[src/rtl/health_round_ctrl.sv]
// -----------------------------------------------------------------------------
// health_round_ctrl
//
// Owns both players' health and sequences one round of play:
//   IDLE -> FIGHT -> DRAIN -> KO_HOLD -> IDLE
//
// Damage arrives per side over a req/ack handshake. A request is consumed
// (acked) in every state, but damage is applied only in FIGHT and only while
// that side's invulnerability cooldown has expired. Once either side reaches
// zero the round drains: the controller waits for the status bar's animated
// health to catch up with the authoritative value before raising KO, holds the
// KO for a fixed time, then returns to IDLE. ko and winner persist in IDLE
// until the next round starts.
//
// Ports
//   clk             in   1  system clock
//   reset           in   1  asynchronous, active-high reset
//   round_start     in   1  level, sampled only in IDLE
//   hit_req_l/_r    in   1  damage request, held until the matching ack
//   dmg_l/_r        in   5  damage amount, stable while the request is high
//   final_health_l  in   5  animated left health from the status bar
//   final_health_r  in   5  animated right health from the status bar
//   curr_health_l   out  5  authoritative left health
//   curr_health_r   out  5  authoritative right health
//   hit_ack_l/_r    out  1  1-cycle pulse: request consumed
//   hit_applied_l/_r out 1  1-cycle pulse with ack when damage was applied
//   round_active    out  1  high only in FIGHT
//   ko              out  1  high from KO_HOLD entry until FIGHT is next entered
//   winner          out  2  00 none, 01 left wins, 10 right wins, 11 draw
// -----------------------------------------------------------------------------
module health_round_ctrl #(
  parameter int MAX_HEALTH      = 20,
  parameter int COOLDOWN_CYCLES = 25_000_000,
  parameter int KO_HOLD_CYCLES  = 150_000_000
) (
  input  logic       clk,
  input  logic       reset,
  input  logic       round_start,
  input  logic       hit_req_l,
  input  logic [4:0] dmg_l,
  input  logic       hit_req_r,
  input  logic [4:0] dmg_r,
  input  logic [4:0] final_health_l,
  input  logic [4:0] final_health_r,
  output logic [4:0] curr_health_l,
  output logic [4:0] curr_health_r,
  output logic       hit_ack_l,
  output logic       hit_ack_r,
  output logic       hit_applied_l,
  output logic       hit_applied_r,
  output logic       round_active,
  output logic       ko,
  output logic [1:0] winner
);

  // Counter widths are sized from the parameters so a 150M-cycle hold and a
  // 100-cycle test hold both synthesize to the minimum register count.
  localparam int CD_W = (COOLDOWN_CYCLES > 0) ? $clog2(COOLDOWN_CYCLES + 1) : 1;
  localparam int KO_W = (KO_HOLD_CYCLES > 1) ? $clog2(KO_HOLD_CYCLES) : 1;

  localparam logic [CD_W-1:0] CD_LOAD     = CD_W'(COOLDOWN_CYCLES);
  // The hold counter counts down to zero inclusive, so it is loaded with
  // N-1 to spend exactly N cycles in KO_HOLD. A zero hold behaves as one.
  localparam logic [KO_W-1:0] KO_LOAD     = (KO_HOLD_CYCLES > 0) ?
                                            KO_W'(KO_HOLD_CYCLES - 1) : '0;
  localparam logic [4:0]      HEALTH_INIT = 5'(MAX_HEALTH);

  typedef enum logic [1:0] {
    S_IDLE    = 2'd0,
    S_FIGHT   = 2'd1,
    S_DRAIN   = 2'd2,
    S_KO_HOLD = 2'd3
  } state_t;

  // Index 0 is the left player, index 1 the right player, so both sides share
  // one description of the handshake and damage path.
  localparam int L = 0;
  localparam int R = 1;

  state_t               state, state_next;
  logic [1:0][4:0]      health, health_next;
  logic [1:0][CD_W-1:0] cooldown, cooldown_next;
  logic [1:0]           ack, ack_next;
  logic [1:0]           applied, applied_next;
  logic [KO_W-1:0]      hold_cnt, hold_cnt_next;
  logic                 round_active_next;
  logic                 ko_next;
  logic [1:0]           winner_next;

  logic [1:0]           req;
  logic [1:0][4:0]      dmg;
  logic [1:0][4:0]      final_health;

  assign req          = {hit_req_r, hit_req_l};
  assign dmg          = {dmg_r, dmg_l};
  assign final_health = {final_health_r, final_health_l};

  function automatic logic [4:0] sat_sub(input logic [4:0] h, input logic [4:0] d);
    return (h > d) ? (h - d) : 5'd0;
  endfunction

  // ---------------------------------------------------------------------------
  // Next-state and next-output logic
  // ---------------------------------------------------------------------------
  always_comb begin
    // NOTE: every signal driven here gets a default first, so no path can
    // leave a value unassigned and infer a latch.
    state_next    = state;
    health_next   = health;
    ack_next      = '0;
    applied_next  = '0;
    hold_cnt_next = hold_cnt;
    ko_next       = ko;
    winner_next   = winner;

    for (int i = 0; i < 2; i++) begin
      cooldown_next[i] = (cooldown[i] != '0) ? cooldown[i] - 1'b1 : cooldown[i];

      // A request is sampled only while no ack is outstanding; a request
      // still held during its ack cycle is not seen again until ack falls.
      if (req[i] && !ack[i]) begin
        ack_next[i] = 1'b1;
        if (state == S_FIGHT && cooldown[i] == '0) begin
          health_next[i]   = sat_sub(health[i], dmg[i]);
          cooldown_next[i] = CD_LOAD;
          applied_next[i]  = 1'b1;
        end
      end
    end

    unique case (state)
      S_IDLE: begin
        if (round_start) begin
          state_next    = S_FIGHT;
          health_next   = {HEALTH_INIT, HEALTH_INIT};
          cooldown_next = '0;
          ko_next       = 1'b0;
          winner_next   = 2'b00;
        end
      end

      S_FIGHT: begin
        // Evaluated on the registered health, i.e. the edge after the update
        // that emptied a bar. Bit 1 flags left empty (right wins), bit 0
        // flags right empty (left wins); both set is a draw.
        if (health[L] == 5'd0 || health[R] == 5'd0) begin
          state_next  = S_DRAIN;
          winner_next = {health[L] == 5'd0, health[R] == 5'd0};
        end
      end

      S_DRAIN: begin
        if (final_health[L] == health[L] && final_health[R] == health[R]) begin
          state_next    = S_KO_HOLD;
          ko_next       = 1'b1;
          hold_cnt_next = KO_LOAD;
        end
      end

      S_KO_HOLD: begin
        if (hold_cnt == '0) state_next    = S_IDLE;
        else                hold_cnt_next = hold_cnt - 1'b1;
      end

      default: state_next = S_IDLE;
    endcase

    round_active_next = (state_next == S_FIGHT);
  end

  // ---------------------------------------------------------------------------
  // State and output registers
  // ---------------------------------------------------------------------------
  // NOTE: sequential state uses non-blocking assignments so every register
  // samples the pre-edge values computed above, independent of statement order.
  always_ff @(posedge clk or posedge reset) begin
    if (reset) begin
      state        <= S_IDLE;
      health       <= {HEALTH_INIT, HEALTH_INIT};
      cooldown     <= '0;
      ack          <= '0;
      applied      <= '0;
      hold_cnt     <= '0;
      round_active <= 1'b0;
      ko           <= 1'b0;
      winner       <= 2'b00;
    end else begin
      state        <= state_next;
      health       <= health_next;
      cooldown     <= cooldown_next;
      ack          <= ack_next;
      applied      <= applied_next;
      hold_cnt     <= hold_cnt_next;
      round_active <= round_active_next;
      ko           <= ko_next;
      winner       <= winner_next;
    end
  end

  assign curr_health_l = health[L];
  assign curr_health_r = health[R];
  assign hit_ack_l     = ack[L];
  assign hit_ack_r     = ack[R];
  assign hit_applied_l = applied[L];
  assign hit_applied_r = applied[R];

endmodule
[config.mk]
export PLATFORM = sky130hd
export DESIGN_NAME = health_round_ctrl
export DESIGN_NICKNAME = d
export VERILOG_FILES = /design/src/rtl/health_round_ctrl.sv
export SDC_FILE = /design/constraint.sdc
export NUM_CORES = 1
export LEC_CHECK = 0
export ABC_AREA = 1
export CAP_MARGIN = 20
export CORE_MARGIN = 1.5
export CORE_UTILIZATION = 60
export CTS_CLUSTER_SIZE = 40
export DETAILED_ROUTE_END_ITERATION = 8
export HOLD_SLACK_MARGIN = 0.03
export PLACE_DENSITY = 0.86
export SYNTH_ARGS = -nofsm -noshare
export SYNTH_HDL_FRONTEND = slang
export SYNTH_SLANG_ARGS = --single-unit
[constraint.sdc]
create_clock -name clk -period 4.55 [get_ports clk]
set_input_delay 0.91 -clock clk [delete_from_list [all_inputs] [get_ports clk]]
set_output_delay 0.91 -clock clk [all_outputs]
set_load 0.005 [all_outputs]
; Word-level counts from Yosys, hierarchy flattened
; Cells that the tools add are included.
[word_totals]
regBits = 98
latch_bits = 0
mem_bits_rw = 0
romBits = 0
in_bits = 25
out_inout_bits = 18
wordCells = 86
memories = 0
[op_classes]
add_sub_neg = 5
multipliers = 0
n_div = 0
order_cmp = 2
eq_ne = 10
shifts = 0
muxes = 36
bitwise_logic = 0
reduce_logical = 22
[op_table]
columns = cell, count
row1 = $mux 25, 6
row2 = $mux 50, 2
row3 = $mux 28, 2
row4 = $pmux 28 s2, 1
row5 = $logic_not 25->1, 2
row6 = $reduce_bool 25->1, 2
row7 = $sub 25x1->25 const B, 2
row8 = $mux 5, 6
row9 = $logic_not 28->1, 1
row10 = $sub 28x1->28 const B, 1
row11 = $mux 10, 2
row12 = $mux 2, 6
row13 = $eq 5x5->1, 2
row14 = $gt 5x5->1, 2
row15 = $logic_not 5->1, 2
row16 = $sub 5x5->5, 2
row17 = $reduce_and 3->1, 3
row18 = $mux 1, 8
row19 = $pmux 2 s4, 1
row20 = $ne 2x2->1 const B, 3
row21 = $reduce_bool 2->1, 3
row22 = $logic_and 1x1->1, 5
row23 = $eq 2x1->1 const B, 2
row24 = $eq 2x2->1 const B, 2
row25 = other kinds (6), 7

; Depth between registers and ports, before layout
[logic_depth]
word_depth = 6
mapped_depth = 13
depth_no_buf = 12

; Worst setup path after synthesis
; Ideal clock, no wire load.
[synth_timing]
path_kind = input to register
startpoint = in dmg_l[2]
endpoint = reg health (netlist bit curr_health_l[2])
setup_time_ns = 0.067
arrival_time_ns = 1.962
required_ns = 4.483
path_slack_ns = 2.521
cell_stages = 10
path_buffers = 0
path_cell_list = inv_1 ha_1 nand2_1 inv_1 nor2_1 o211ai_1 nand2_1 nor2_1 nor2_1 nor2_1
[synth_rtl]
columns = element, line
row1 = start: declaration, 40  ; input logic [4:0] dmg_l,
row2 = end signal: assignment, 179  ; health <= {HEALTH_INIT, HEALTH_INIT};
row3 = end signal: assignment, 189  ; health <= health_next;
row4 = end: declaration, 81  ; logic [1:0][4:0] health, health_next;

==> metrics.md <==
| Metric | Value |
|---|---|
| Buf+Inv Stages, Crit Path | `1` |
| CP Data Arrival Time | `2.94 ns` |
| Ant diodes | `0` |
| Syn Nets | `1022` |
| Clock Sinks | `98` |
| Clock latency on the worst-skew pair | `0.38 ns` |
| Postcts setup bufs | `0` |
| Fin crit share | `58.9%` |
| CTS tree | `built` |
| Crit end category | `flop` |
| Die Footprint | `11800 um2` |
| Share of cells above drive strength 1 | `6.93%` |
| Via Count | `6289` |
| Kind of critical path | `reg2reg` |
| Routed wl met3 | `836 um` |
| Hold Worst Slack | `0.491 ns` |
| EDFF count, synth | `0` |
| IO buf count | `42` |
| FILL cells | `960` |
| Maximum clock frequency | `0.373 GHz` |
| Pwr/cell area | `597 nW/um2` |
| CTS Buf Count | `9` |
| Syn Std Cell Area | `6700 um2` |
| R2r worst-path depth | `7` |
| Register bit total from synthesis | `98` |
| Critical Path RT | `4.81 ns` |
| Die H | `109 um` |
| # IOs | `43` |
| Reg-to-Reg Start | `cooldown[25]$_DFF_PP0_` |
| Clock-pin transition on the worst setup and hold timing paths | `0.09 ns` |
| Hold Path End | `hold_cnt[0]$_DFFE_PP0P_` |
| Min cycle time layout | `2.68 ns` |
| Std-Cell Rows | `38` |
| Global-route wire length before repair | `26600 um` |
| # hold bufs at CTS | `0` |
| Max Root-Sink Buffers | `2` |
| Utilization after layout | `68.2%` |
| Ys flop type | `dfrtp_1` |
| Crit-path slowest cell | `nand4_1` |
| Via-to-Cell Ratio | `5.40` |
| DRT Pass-1 Iters | `5` |
| Top Layer Used | `met4` |
| Total track usage | `28.3%` |
| Met2 routed WL | `7040 um` |
| Max-cap viol count | `0` |
| Crit path depth | `7` |
| Drt wl/cell | `13.3 um` |
| Pin count of the biggest net entering global routing | `87` |
| Core area | `10800 um2` |
| Root Buffer | `clkbuf_8` |
| Peak supply drop | `0.323 mV` |
| Htree depth | `3` |
| Post-route DRC | `0` |
| Syn. warnings | `0` |
| Synth cell types | `36` |
| Initial core utilization | `61.8%` |
| Worst Min Path Start | `hold_cnt[0]$_DFFE_PP0P_` |
| Syn avg cell area | `6.83 um2` |
| Antenna violations before repair | `0` |
| Synth Instances | `981` |
| Global route overflow | `0` |
| Worst Max-Slew Pin Slew | `0.937 ns` |
| Critical Path Fanout Max | `22` |
| GPL Wtd Cong | `0.924` |
| Startpoint Class | `flop` |
| Crit-path cells | `inv_1 -> ha_1 -> nand2_1 -> nor2_1 -> nand4_1 -> o21ai_0 -> nor2_1` |
| Register area share after synthesis | `36.7%` |
| Final hold viol count | `0` |
| Number of global-route vias before repair | `5801` |
| Post-route ant nets | `0` |
| Starting DRT DRC Count | `426` |
| Worst hold path class | `reg2reg` |
| CP delay by family, top | `simple AND/OR/NAND/NOR gates` |
| Hold Path Cell Cnt | `2` |
| Max stage delay on crit path | `0.76 ns` |
| Metal1 wirelength | `7360 um` |
| Final slew viol count | `0` |
| Async S/R FF share, synth | `100%` |
| Total Power | `4410 uW` |
| Top cell by count, worst path | `nor2_1` |
| Slew HR | `37.3%` |
| RSZ-0062 raised after global routing | `false` |
| RR Endpoint | `cooldown[26]$_DFF_PP0_` |
| P&R area growth vs syn | `10.3%` |
| Outcome | `complete, no violations` |
| P_leak | `0.00372 uW` |
| Total wire length | `15500 um` |
| Resized cells post-CTS | `0` |
| Setup_tns | `0 ns` |
| Setup violations, final | `0` |
| Flop-to-flop setup slack | `1.87 ns` |
| Clock Skews | `0.0156 ns` |
| Die width | `109 um` |
| Dpl hpwl | `11400 um` |
| Fin nets | `1060` |
-- flip-flops by register name, summed over array words and instances (netlist names) --
name / cells
cooldown: 50
hold_cnt: 28
curr_health_l: 5
curr_health_r: 5
ack: 2
applied: 2
state: 2
winner: 2
ko: 1
round_active: 1
-- kinds of logic (layout without fill, tap and decap cells) --
logic type / Yosys count / after routing / synth area share, %
simple gates: 626 / 626 / 40.9
buf+inv: 129 / 172 / 8.20
flops: 98 / 98 / 36.7
compound gates: 80 / 80 / 6.85
xor+xnor: 32 / 32 / 4.18
fa+ha+maj: 16 / 16 / 3.21
-- synth_stat cells, types with 9 or more instances --
cell,instances,area share (%)
o21ai_0,39,2.9
xnor2_1,16,2.1
nor2_2,11,1.0
xor2_1,16,2.1
nand3_1,81,6.1
nand2_1,272,15
nor2_1,192,11
ha_1,14,2.6
a21oi_1,20,1.5
dfrtp_1,94,35
nand4_1,31,2.9
nor2_4,9,1.5
a21oi_2,10,1.3
inv_1,109,6.1
-- area by class of cell --
cell class,count,area [um2],area share (%)
multi-input combinational,754,3690,50.0
clock inverter,2,10.0,0.135
inverter,111,419,5.67
timing repair buffer,45,463,6.26
tap,140,175,2.37
sequential,98,2460,33.2
clock buffer,14,173,2.34
-- per-stage QoR --
step	cells	area [um2]	setup slack, ns
after detailed placement	1147	7180	1.49
after global placement	1147	7180	1.60
final	1164	7390	1.87
after global routing	1164	7390	1.58
after CTS	1163	7360	1.90
after floorplan	981	6700	1.08
-- worst min-delay path: cells and delay by family, from the launching register on --
kind	cells	cell delay (ns)
DFF	1	0.36
and+or+nand+nor	2	0.10
-- worst max path at each step --
| stage | end | startpoint |
|---|---|---|
| 4_1_cts | cooldown[26]$_DFF_PP0_ | cooldown[25]$_DFF_PP0_ |
| 5_1_grt | cooldown[26]$_DFF_PP0_ | cooldown[25]$_DFF_PP0_ |
| 6_report | cooldown[26]$_DFF_PP0_ | cooldown[25]$_DFF_PP0_ |
| 3_3_place_gp | curr_health_l[3]$_DFF_PP0_ | round_start |
| 3_5_place_dp | curr_health_l[3]$_DFF_PP0_ | round_start |
| 2_1_floorplan | ack[0]$_DFF_PP0_ | reset |
-- metal layers --
metal	GRT usage [%]	up-vias
met2	45.3	194
met5	0	-
met3	4.72	28
met1	39.5	2889
met4	8.55	0
li1	-	3178
-- where the power goes --
part | switching, uW | total (uW) | internal, uW
clock network | 302 | 545 | 243
logic | 1580 | 2400 | 820
registers | 301 | 1470 | 1170
-- layout by cell type, fill, tap and decap left out --
master and n:
nand2_1 272, ha_1 14, inv_2 1, o21ai_1 4, xnor2_1 16, nor2_1 191
nand3b_1 7, nand3_1 81, clkinv_1 1, nand4_1 31, o2111ai_1 1, o21ai_0 39
xor2_1 16, or2_2 3, nand3_2 1, fa_1 2, clkbuf_1 2, nor2_2 12
dfstp_2 4, o211ai_1 1, nand2_2 7, inv_4 1, a21oi_2 10, o21bai_1 3
a31o_2 2, nand2_4 2, nor3_1 5, nand3_4 2, buf_4 2, inv_1 108
and2_1 3, nor2_4 9, buf_16 1, a21oi_1 20, clkinv_2 2, clkbuf_8 12
clkdlybuf4s50_1 42, dfrtp_1 94
(Power assumes the default switching activity.)
